### config.mk
export PLATFORM = sky130hd
export DESIGN_NAME = horner_sequencer
export DESIGN_NICKNAME = d
export VERILOG_FILES = /design/src/rtl/horner_sequencer_pkg.sv /design/src/rtl/horner_coef_rf.sv /design/src/rtl/horner_sequencer.sv
export SDC_FILE = /design/constraint.sdc
export NUM_CORES = 1
export LEC_CHECK = 0
export BUFFER_PORTS_ARGS = -buffer_cell sky130_fd_sc_hd__buf_2
export CAP_MARGIN = 20
export CORE_MARGIN = 2
export CORE_UTILIZATION = 30
export DETAILED_ROUTE_END_ITERATION = 8
export GPL_ROUTABILITY_DRIVEN = 0
export MAX_ROUTING_LAYER = met4
export SETUP_SLACK_MARGIN = 0.05
export SYNTH_ARGS = -nofsm -noshare
export SYNTH_HDL_FRONTEND = slang
export SYNTH_HIERARCHICAL = 1
export SYNTH_SLANG_ARGS = --single-unit
### constraint.sdc
create_clock -name clk -period 5.1 [get_ports clk]
set_input_delay 0.51 -clock clk [delete_from_list [all_inputs] [get_ports clk]]
set_output_delay 0.51 -clock clk [all_outputs]
set_load 0.005 [all_outputs]
### src/rtl/horner_sequencer_pkg.sv
// Shared types and constants for the Horner polynomial sequencer.
// Imported by the coefficient file, the sequencer top and the bench.
package horner_sequencer_pkg;

   localparam int DEF_WIDTH   = 8;
   localparam int DEF_MAX_DEG = 3;

   localparam logic ALU_ADD = 1'b0;
   localparam logic ALU_MUL = 1'b1;

   typedef enum logic [1:0] {
      S_IDLE,
      S_MUL,
      S_ADD,
      S_DONE
   } state_t;

endpackage

### src/rtl/horner_coef_rf.sv
// Coefficient register file: MAX_DEG+1 entries, one synchronous write port,
// two combinational read ports (start snapshot and ADD-step operand).
module horner_coef_rf
   import horner_sequencer_pkg::*;
#(
   parameter int WIDTH   = DEF_WIDTH,
   parameter int MAX_DEG = DEF_MAX_DEG,
   parameter int AW      = (MAX_DEG > 0) ? $clog2(MAX_DEG + 1) : 1
) (
   input  logic             clk,
   input  logic             reset,
   input  logic             wr_en,
   input  logic [AW-1:0]    wr_addr,
   input  logic [WIDTH-1:0] wr_data,
   input  logic [AW-1:0]    rd_start_addr,
   output logic [WIDTH-1:0] rd_start_data,
   input  logic [AW-1:0]    rd_add_addr,
   output logic [WIDTH-1:0] rd_add_data
);

   logic [WIDTH-1:0] mem [0:MAX_DEG];

   // NOTE: non-blocking assignments for all state; the whole file is cleared
   // on reset because a fresh evaluation must see zero coefficients.
   always_ff @(posedge clk) begin
      if (reset) begin
         for (int i = 0; i <= MAX_DEG; i++) begin
            mem[i] <= '0;
         end
      end else if (wr_en && (wr_addr <= AW'(MAX_DEG))) begin
         mem[wr_addr] <= wr_data;
      end
   end

   // Reads see the pre-write contents, so a same-edge load cannot leak into
   // the start snapshot.
   assign rd_start_data = (rd_start_addr <= AW'(MAX_DEG)) ? mem[rd_start_addr] : '0;
   assign rd_add_data   = (rd_add_addr   <= AW'(MAX_DEG)) ? mem[rd_add_addr]   : '0;

endmodule

### src/rtl/horner_sequencer.sv
// Horner's-rule polynomial evaluator: owns coefficients, accumulator and
// index counter, and sequences an external combinational add/mul ALU.
module horner_sequencer
   import horner_sequencer_pkg::*;
#(
   parameter int WIDTH   = DEF_WIDTH,
   parameter int MAX_DEG = DEF_MAX_DEG,
   parameter int AW      = (MAX_DEG > 0) ? $clog2(MAX_DEG + 1) : 1
) (
   input  logic             clk,
   input  logic             reset,
   input  logic             load_valid,
   output logic             load_ready,
   input  logic [AW-1:0]    load_addr,
   input  logic [WIDTH-1:0] load_data,
   input  logic             start,
   input  logic [AW-1:0]    degree,
   input  logic [WIDTH-1:0] x_in,
   output logic             busy,
   output logic             done,
   output logic [WIDTH-1:0] result,
   output logic             alu_op,
   output logic [WIDTH-1:0] alu_a,
   output logic [WIDTH-1:0] alu_b,
   input  logic [WIDTH-1:0] alu_y
);

   state_t           state;
   state_t           state_nxt;
   logic [WIDTH-1:0] acc;
   logic [WIDTH-1:0] x_reg;
   logic [WIDTH-1:0] result_q;
   logic [AW-1:0]    idx;
   logic [AW-1:0]    idx_dec;
   logic [AW-1:0]    deg_eff;
   logic [WIDTH-1:0] k_start;
   logic [WIDTH-1:0] k_add;
   logic             wr_en;

   assign deg_eff = (degree > AW'(MAX_DEG)) ? AW'(MAX_DEG) : degree;
   assign idx_dec = idx - 1'b1;
   assign wr_en   = (state == S_IDLE) && load_valid;

   horner_coef_rf #(
      .WIDTH   (WIDTH),
      .MAX_DEG (MAX_DEG),
      .AW      (AW)
   ) u_coef_rf (
      .clk           (clk),
      .reset         (reset),
      .wr_en         (wr_en),
      .wr_addr       (load_addr),
      .wr_data       (load_data),
      .rd_start_addr (deg_eff),
      .rd_start_data (k_start),
      .rd_add_addr   (idx_dec),
      .rd_add_data   (k_add)
   );

   always_ff @(posedge clk) begin
      if (reset) begin
         state <= S_IDLE;
      end else begin
         state <= state_nxt;
      end
   end

   // NOTE: every output of this block gets a default first so no latch is inferred.
   always_comb begin
      state_nxt = state;
      alu_op    = ALU_ADD;
      alu_a     = '0;
      alu_b     = '0;
      case (state)
         S_IDLE: begin
            if (start) begin
               state_nxt = (deg_eff != '0) ? S_MUL : S_DONE;
            end
         end
         S_MUL: begin
            alu_op    = ALU_MUL;
            alu_a     = acc;
            alu_b     = x_reg;
            state_nxt = S_ADD;
         end
         S_ADD: begin
            alu_a     = acc;
            alu_b     = k_add;
            state_nxt = (idx_dec == '0) ? S_DONE : S_MUL;
         end
         S_DONE: begin
            state_nxt = S_IDLE;
         end
         default: begin
            state_nxt = S_IDLE;
         end
      endcase
   end

   // The index counter doubles as the latched degree: it starts at d and
   // walks down to 0 one ADD step at a time.
   always_ff @(posedge clk) begin
      if (reset) begin
         acc      <= '0;
         x_reg    <= '0;
         idx      <= '0;
         result_q <= '0;
      end else begin
         case (state)
            S_IDLE: begin
               if (start) begin
                  x_reg <= x_in;
                  idx   <= deg_eff;
                  acc   <= k_start;
               end
            end
            S_MUL: begin
               acc <= alu_y;
            end
            S_ADD: begin
               acc <= alu_y;
               idx <= idx_dec;
            end
            S_DONE: begin
               result_q <= acc;
            end
            default: begin
            end
         endcase
      end
   end

   assign busy       = (state != S_IDLE);
   assign done       = (state == S_DONE);
   assign load_ready = ~busy;
   assign result     = result_q;

endmodule

==> results.json, run 1 <==
{
  "finalWirelength_mm": 6.92,
  "slew-limit-headroom_pct": 39.9,
  "fmax_mhz": 367,
  "die_y_um": 106,
  "h-tree-depth": 3,
  "die_x_um": 106,
  "max-cap-violations": 0,
  "synth_common_cells": "and2_1 (40), edfxtp_1 (32), dfxtp_1 (28), nor2_1 (21)",
  "vias_per_cell": 4.58,
  "ys_top_cells_by_area": "edfxtp_1 (31%), dfxtp_1 (18%), mux4_2 (12%), and2_1 (8.0%), mux2i_1 (5.8%)",
  "coreArea_um2": 10200,
  "cts_tree": "done",
  "hp-class": "in2reg",
  "syn_area_per_cell_um2": 12.2,
  "fillers": 1047,
  "worstPathRequired_ns": 4.59,
  "synth-simple-area-share_pct": 16.9,
  "hold_viol": 0,
  "synth_nets": 293,
  "cp.arrival_ns": 2.21,
  "seq_area_frac_synth_pct": 48.9,
  "synth_area_leader_cell": "edfxtp_1",
  "portBuffers": 59,
  "synth_top_family_by_area": "multiplexers",
  "grt_first_pass_wirelength_mm": 11.3,
  "drive_above_1_share_pct": 33.5,
  "rrSetupSlack_ns": 2.81,
  "finalSetupTns_ns": 0,
  "synth-async-reset-ratio_pct": 0,
  "fin_crit_ns": 2.72,
  "post_cts_buffers": 0,
  "synthDistinctLibCells": 31,
  "grt.total_usage_pct": 13.9,
  "largest_register_ffs": 32,
  "cts-resized-gates": 0,
  "syn_inst": 254,
  "synth_ff_type": "edfxtp_1",
  "grt_overflow_total": 0,
  "critPathLaunchType": "flop",
  "synthXorXnorAreaFrac_pct": 0,
  "num_vias": 2056,
  "dp_hpwl_mm": 5.14,
  "synthMuxAreaShare_pct": 18.4,
  "drtAntennaViolNets": 0,
  "cts_root_buf": "clkbuf_8",
  "clk_latency_ns": 0.34,
  "rows": 37,
  "status": "finished, final reports clean",
  "tightest_slew_ns": 0.901,
  "synth_edf_count": 32,
  "synthAdderAreaFrac_pct": 2.82,
  "clkTransAtPathRegs_ns": 0.07,
  "power_density_nw_per_um2": 469,
  "synth_seq_cells": 60,
  "cts_made_buffers": 9,
  "crit_type": "reg2out",
  "cp_max_fo": 25,
  "io_pins": 60,
  "start_util_pct": 30.5,
  "drc": 0,
  "cts_buffer_depth": 2,
  "top_register": "u_coef_rf/mem",
  "wl_per_cell_um": 15.4,
  "synth_top_area_share_pct": 30.9,
  "cts_sinks": 60,
  "grt_pass1_vias": 2048,
  "drt_iter0_drc": 75,
  "area_growth_pct": 18.3,
  "leakagePower_nw": 1.48,
  "dieArea_um2": 11200,
  "slew_viol_final": 0,
  "rsz0062_at_grt": "false",
  "netlist_area_um2": 3110,
  "vdd_drop_max_v": 0.000161,
  "finClkSkew_ns": 0.0110,
  "first_pass_iters": 4,
  "period_share_pct": 53.4,
  "timing.hold.ws_ns": 0.406,
  "crit_path_end_kind": "output pin",
  "setup_violations": 0,
  "ys.warnings.count": 6,
  "grt_max_degree": 37,
  "n_antenna_cell": 0,
  "antenna_found_initial": 0,
  "hold_buffers": 0,
  "synth-compound-area-share_pct": 9.05,
  "yosysMostFrequentCell": "and2_1",
  "fin_nets": 347
}
placed cells by master, fill, tap and decap left out, drive strengths merged, types with 12 or more instances in the layout:
cell type   n
a211oi     12
clkbuf     12
nor2       21
nand2      18
buf        59
edfxtp     32
and2       42
mux2i      18
mux4       16
dfxtp      28
cells by family after synthesis:
family                     Yosys count
AOI/OAI and AO/OA                   35
and+or+nand+nor                     94
adders and majority gates            7
muxes                               36
buffers and inverters               22
DFF                                 60
critical path, stage by stage (launching register included):
cell and delay (ns):
dfxtp_1 0.43, inv_1 0.11, ha_1 0.89, nor2b_1 0.28, buf_2 0.15
stage by stage:
step | total power [W] | setup slack [ns] | instance area [µm²] | utilization, % | cells
floorplan | 0.00115 | 3.24 | 3110 | - | 254
global placement | 0.00129 | 2.80 | 3470 | 34.1 | 433
detailed placement | 0.00131 | 2.75 | 3470 | 34.1 | 433
CTS | 0.00175 | 2.36 | 3680 | 36.1 | 449
global route | 0.00184 | 2.16 | 3680 | 36.1 | 449
finish | 0.00172 | 2.38 | 3680 | 36.1 | 449
area by class of cell:
cell class | instances | area [µm²] | area share, %
flip-flops and latches | 60 | 1520 | 41.4
multi-input cells | 172 | 1460 | 39.8
repair buffers | 59 | 295 | 8.03
well taps | 136 | 170 | 4.63
clock buffers | 12 | 155 | 4.22
clock inverters | 4 | 48.8 | 1.33
inverters | 6 | 22.5 | 0.612
layer usage:
layer / part of all wire, % / GRT usage (%)
met5: 0 / -
met4: 1.5 / 5.08
met3: 4.2 / 4.02
met2: 49 / 21.9
met1: 45 / 16.9
path summary, 6_finish.rpt:
kind                  from  cells after the start                   to
setup / recovery  state[1]                      4             alu_b[6]
hold reg to reg   x_reg[5]                      2             x_reg[5]
setup reg to reg  state[1]                      5  u_coef_rf/mem[2][6]
hold / removal     x_in[0]                      3             x_reg[0]
report_power, final:
group	switching (W)	internal (W)	leakage, nW	total, W
logic	0.000345	0.000291	0.813	0.000637
registers	0.0000537	0.000596	0.563	0.000650
clock network	0.000186	0.000252	0.106	0.000437
total	0.000585	0.00114	1.48	0.00172
(Power assumes the default switching activity.)
==> run 2: changes to the inputs <==
- clock period: 5.1 -> 2.4 ns (I/O delays scaled with it)
==> run 2 against run 1 <==
Flip-flop and latch count stayed put. Highest routed layer unchanged. Die area stayed put. Combinational power is 120% higher.
==> results.json, run 2 (synthesis gave the netlist of run 1 again) <==
{
  "status": "finished, final reports clean",
  "seqCellArea_um2": 1520,
  "finalWirelength_mm": 7.02,
  "drtAntennaViolNets": 0,
  "critPathLaunchType": "flop",
  "worstPathRequired_ns": 2.16,
  "hold_viol": 0,
  "rows": 37,
  "crit_path_end_kind": "output pin",
  "dp_slack_ns": 0.484,
  "finClkSkew_ns": 0.00962,
  "timing.hold.ws_ns": 0.146,
  "tightest_slew_ns": 0.575,
  "clk_latency_ns": 0.33,
  "slew_viol_final": 0,
  "layout_commonest_cell": "buf_2",
  "num_vias": 2061,
  "slew-limit-headroom_pct": 61.7,
  "crit_type": "reg2out",
  "wl_per_cell_um": 15.4,
  "hold_depth": 3,
  "power_density_nw_per_um2": 997,
  "multi_input_area_um2": 1470,
  "cp.arrival_ns": 1.90,
  "cts_tree": "done",
  "top_register": "u_coef_rf/mem",
  "reg2regPathDepth": 6,
  "io_pins": 60,
  "fillers": 1015,
  "period_share_pct": 89.2,
  "h-tree-depth": 3,
  "reg2reg_from": "state[0]",
  "grt.total_usage_pct": 13.6,
  "max-cap-violations": 0,
  "fin_cells": 455,
  "hold_end": "x_reg[4]",
  "rrSetupSlack_ns": 0.55,
  "grt_max_degree": 30,
  "clkTransAtPathRegs_ns": 0.08,
  "n_antenna_cell": 0,
  "antenna_found_initial": 0,
  "portBuffers": 59,
  "grt_overflow_total": 0,
  "dieArea_um2": 11200,
  "drive_above_1_share_pct": 35.7,
  "cts_buffer_depth": 2,
  "fmax_mhz": 467,
  "grt_first_pass_wirelength_mm": 11.2,
  "coreArea_um2": 10200,
  "vdd_drop_max_v": 0.000296,
  "finalSetupTns_ns": 0,
  "grt_pass1_vias": 2112,
  "mostFrequentLayoutCells": "buf_2 (59), and2_1 (40), edfxtp_1 (32)",
  "setup_ws_ns": 0.260,
  "fin_crit_ns": 2.14,
  "leakagePower_nw": 1.50,
  "cts_root_buf": "clkbuf_8",
  "fin_nets": 353,
  "setup_violations": 0,
  "r2r_end": "acc[0]",
  "largest_register_ffs": 32,
  "vias_per_cell": 4.53,
  "drt_iter0_drc": 94,
  "die_y_um": 106,
  "cts_sinks": 60,
  "rsz0062_at_grt": "false",
  "finalPower_w": 0.00373,
  "drc": 0,
  "first_pass_iters": 4,
  "cts_made_buffers": 9,
  "die_x_um": 106,
  "area_growth_pct": 20.2,
  "cp_max_fo": 9,
  "min_from": "x_in[4]",
  "start_util_pct": 30.5,
  "hp-class": "in2reg",
  "placed_cells": 438,
  "dp_hpwl_mm": 5.33
}
[run 2: per-stage QoR]
stage / utilization [%] / instance area, µm²
3_5_place_dp: 34.5 / 3510
2_1_floorplan: - / 3110
4_1_cts: 36.4 / 3710
5_1_grt: 36.7 / 3740
3_3_place_gp: 34.5 / 3510
6_report: 36.7 / 3740
[run 2: how the worst max path moves through the flow]
stage	startpoint	end	slack, ns	cells after the start
finish	idx[1]	alu_b[7]	0.26	6
global placement	idx[0]	alu_b[7]	0.51	5
global route	idx[1]	alu_b[7]	0.13	6
detailed placement	idx[0]	alu_b[7]	0.48	5
CTS	idx[0]	alu_b[7]	0.11	5
floorplan	state[0]	u_coef_rf/mem[2][0]	0.59	6
[run 2: layout make-up]
| cell class | count | share of cell area, % |
|---|---|---|
| tap | 136 | 4.55 |
| timing repair buffer | 65 | 9.44 |
| clock buffer | 9 | 3.31 |
| multi-input combinational | 172 | 39.2 |
| sequential | 60 | 40.7 |
| inverter | 6 | 0.703 |
| clock inverter | 7 | 2.04 |
[run 2: where the power goes]
group | switching [W] | internal, W
registers | 0.000121 | 0.00127
logic | 0.000750 | 0.000680
clock network | 0.000426 | 0.000484
[run 2: layer usage]
layer / part of all wire, % / GRT usage [%] / up-vias / wire length, µm
met1: 46 / 17.1 / 982 / 3240
met5: 0 / - / - / 0
met4: 0.40 / 4.51 / 0 / 28
met3: 2.9 / 2.97 / 2 / 204
li1: - / - / 1040 / -
met2: 51 / 22.0 / 37 / 3540
[run 2: timing repair]
| item | 4_1_cts | 5_1_grt |
|---|---|---|
| setup buffers | 0 | 1 |
| hold endpoints to repair | 0 | 0 |
| setup endpoints to repair | 0 | 8 |
| resized for setup | 0 | 2 |
| hold buffers | 0 | 0 |
[run 2: critical path, cell delays in order, from the launching register on]
cell	delay, ns
dfxtp_1	0.33
inv_1	0.05
ha_2	0.46
mux4_2	0.34
a22oi_1	0.20
nor2b_1	0.06
buf_2	0.12
==> run 3: changes to the inputs <==
- CORE_UTILIZATION: 30 -> 50
- PLACE_DENSITY: not set -> 0.76
==> run 3 against run 2 <==
Routed wire length decreased by 13%. Hold slack improved by 0.0038 ns. Core utilization increased by 24 points. First-iteration DRC count increased by 8.5%. Critical path depth unchanged.
==> results.json, run 3 (synthesis gave the netlist of run 1 again) <==
{
  "leakagePower_nw": 1.48,
  "grt_max_degree": 32,
  "dp_slack_ns": 0.514,
  "grt.total_usage_pct": 19.6,
  "num_vias": 2082,
  "clk_latency_ns": 0.33,
  "grt_first_pass_wirelength_mm": 10.3,
  "combPwrFrac_pct": 37.9,
  "cts_tree": "done",
  "cp_slowest_stage_delay_ns": 0.50,
  "worstPathRequired_ns": 2.16,
  "p_seq_share_pct": 39.0,
  "setup_violations": 0,
  "drtAntennaViolNets": 0,
  "first_pass_iters": 4,
  "power_density_nw_per_um2": 984,
  "tightest_slew_ns": 0.492,
  "vias_per_cell": 5.31,
  "portBuffers": 59,
  "cts_sinks": 60,
  "drive_above_1_share_pct": 33.1,
  "wl_per_cell_um": 15.5,
  "multi_input_area_um2": 1460,
  "cp_slowest_cell": "ha_1",
  "crit_type": "reg2out",
  "p_int_w": 0.00238,
  "slew_viol_final": 0,
  "critPathLaunchType": "flop",
  "drt_iter0_drc": 102,
  "grt_pass1_vias": 2073,
  "antenna_found_initial": 0,
  "top_register": "u_coef_rf/mem",
  "cts_root_buf": "clkbuf_8",
  "hp-class": "in2reg",
  "vdd_drop_max_v": 0.000477,
  "clkTransAtPathRegs_ns": 0.06,
  "n_antenna_cell": 0,
  "mostFrequentLayoutCells": "buf_2 (59), and2_1 (40), edfxtp_1 (32)",
  "crit_chain": "inv_1 -> ha_1 -> mux4_2 -> a22oi_1 -> nor2b_1 -> buf_2",
  "layout_commonest_cell": "buf_2",
  "setup_ws_ns": 0.214,
  "die_x_um": 82.9,
  "rsz0062_at_grt": "false",
  "utilization_pct": 60.6,
  "finalWirelength_mm": 6.08,
  "start_util_pct": 52.2,
  "fin_crit_ns": 2.19,
  "fillers": 511,
  "seqCellArea_um2": 1520,
  "rows": 28,
  "cts_made_buffers": 9,
  "max-cap-violations": 0,
  "hold_viol": 0,
  "largest_register_ffs": 32,
  "finalPower_w": 0.00355,
  "dieArea_um2": 6860,
  "finClkSkew_ns": 0.00561,
  "timing.hold.ws_ns": 0.149,
  "io_pins": 60,
  "h-tree-depth": 3,
  "swShare_pct": 33.0,
  "clockPowerShare_pct": 23.1,
  "die_y_um": 82.9,
  "dp_hpwl_mm": 4.54,
  "switching_power_w": 0.00117,
  "slew-limit-headroom_pct": 67.2,
  "area_growth_pct": 16.0,
  "finalSetupTns_ns": 0,
  "cp_max_fo": 9,
  "fin_nets": 351,
  "fmax_mhz": 457,
  "coreArea_um2": 5960,
  "period_share_pct": 91.1,
  "cts_buffer_depth": 2,
  "crit_path_end_kind": "output pin",
  "drc": 0,
  "rrSetupSlack_ns": 0.62,
  "post_cts_buffers": 0,
  "grt_overflow_total": 0,
  "cp.arrival_ns": 1.95,
  "status": "finished, final reports clean"
}
## run 3: final timing paths
kind / startpoint / to / cells past startpoint
worst min-delay path: x_in[2] / x_reg[2] / 3
worst max-delay path: idx[1] / alu_b[4] / 6
worst max register to register: state[0] / u_coef_rf/mem[1][1] / 5
worst min register to register: x_reg[6] / x_reg[6] / 2
## run 3: through the flow
stage	std cells	area, µm²
after floorplan	254	3110
after global placement	376	3430
after detailed placement	376	3430
after CTS	392	3600
after global routing	392	3610
final	392	3610
## run 3: layout make-up
type                            instances  share of cell area, %
Multi-Input combinational cell        172                   40.6
Clock buffer                           12                   3.75
Clock inverter                          4                   1.14
Sequential cell                        60                   42.2
Timing Repair Buffer                   63                   9.02
Inverter                                6                  0.728
Tap cell                               75                   2.60
## run 3: what timing repair did
| item | CTS | global route |
|---|---|---|
| gates resized for setup | 0 | 1 |
| endpoints found under the setup margin | 0 | 1 |
| hold buffers | 0 | 0 |
## run 3: power groups by stage
stage / combinational (W) / clock [W] / sequential, W
after floorplan: 0.00109 / 0 / 0.00136
after global placement: 0.00132 / 0 / 0.00139
after detailed placement: 0.00135 / 0 / 0.00140
after CTS: 0.00135 / 0.000845 / 0.00138
after global routing: 0.00148 / 0.000898 / 0.00141
final: 0.00135 / 0.000819 / 0.00138
## run 3: per-layer routing
layer	global-route usage, %	vias to the layer above	part of all wire, %
met5	-	-	0
met4	9.39	0	2.3
met3	4.08	12	3.7
met2	29.4	56	47
met1	25.6	981	47
li1	-	1033	-
## run 3: critical path, delay by kind of cell (launching register included)
kind	cells	cell delay (ns)
AO/OA/AOI/OAI	1	0.18
adder cells (fa/ha/maj)	1	0.50
buffers and inverters	2	0.17
flip-flops	1	0.33
multiplexers	1	0.38
AND/OR/NAND/NOR	1	0.07
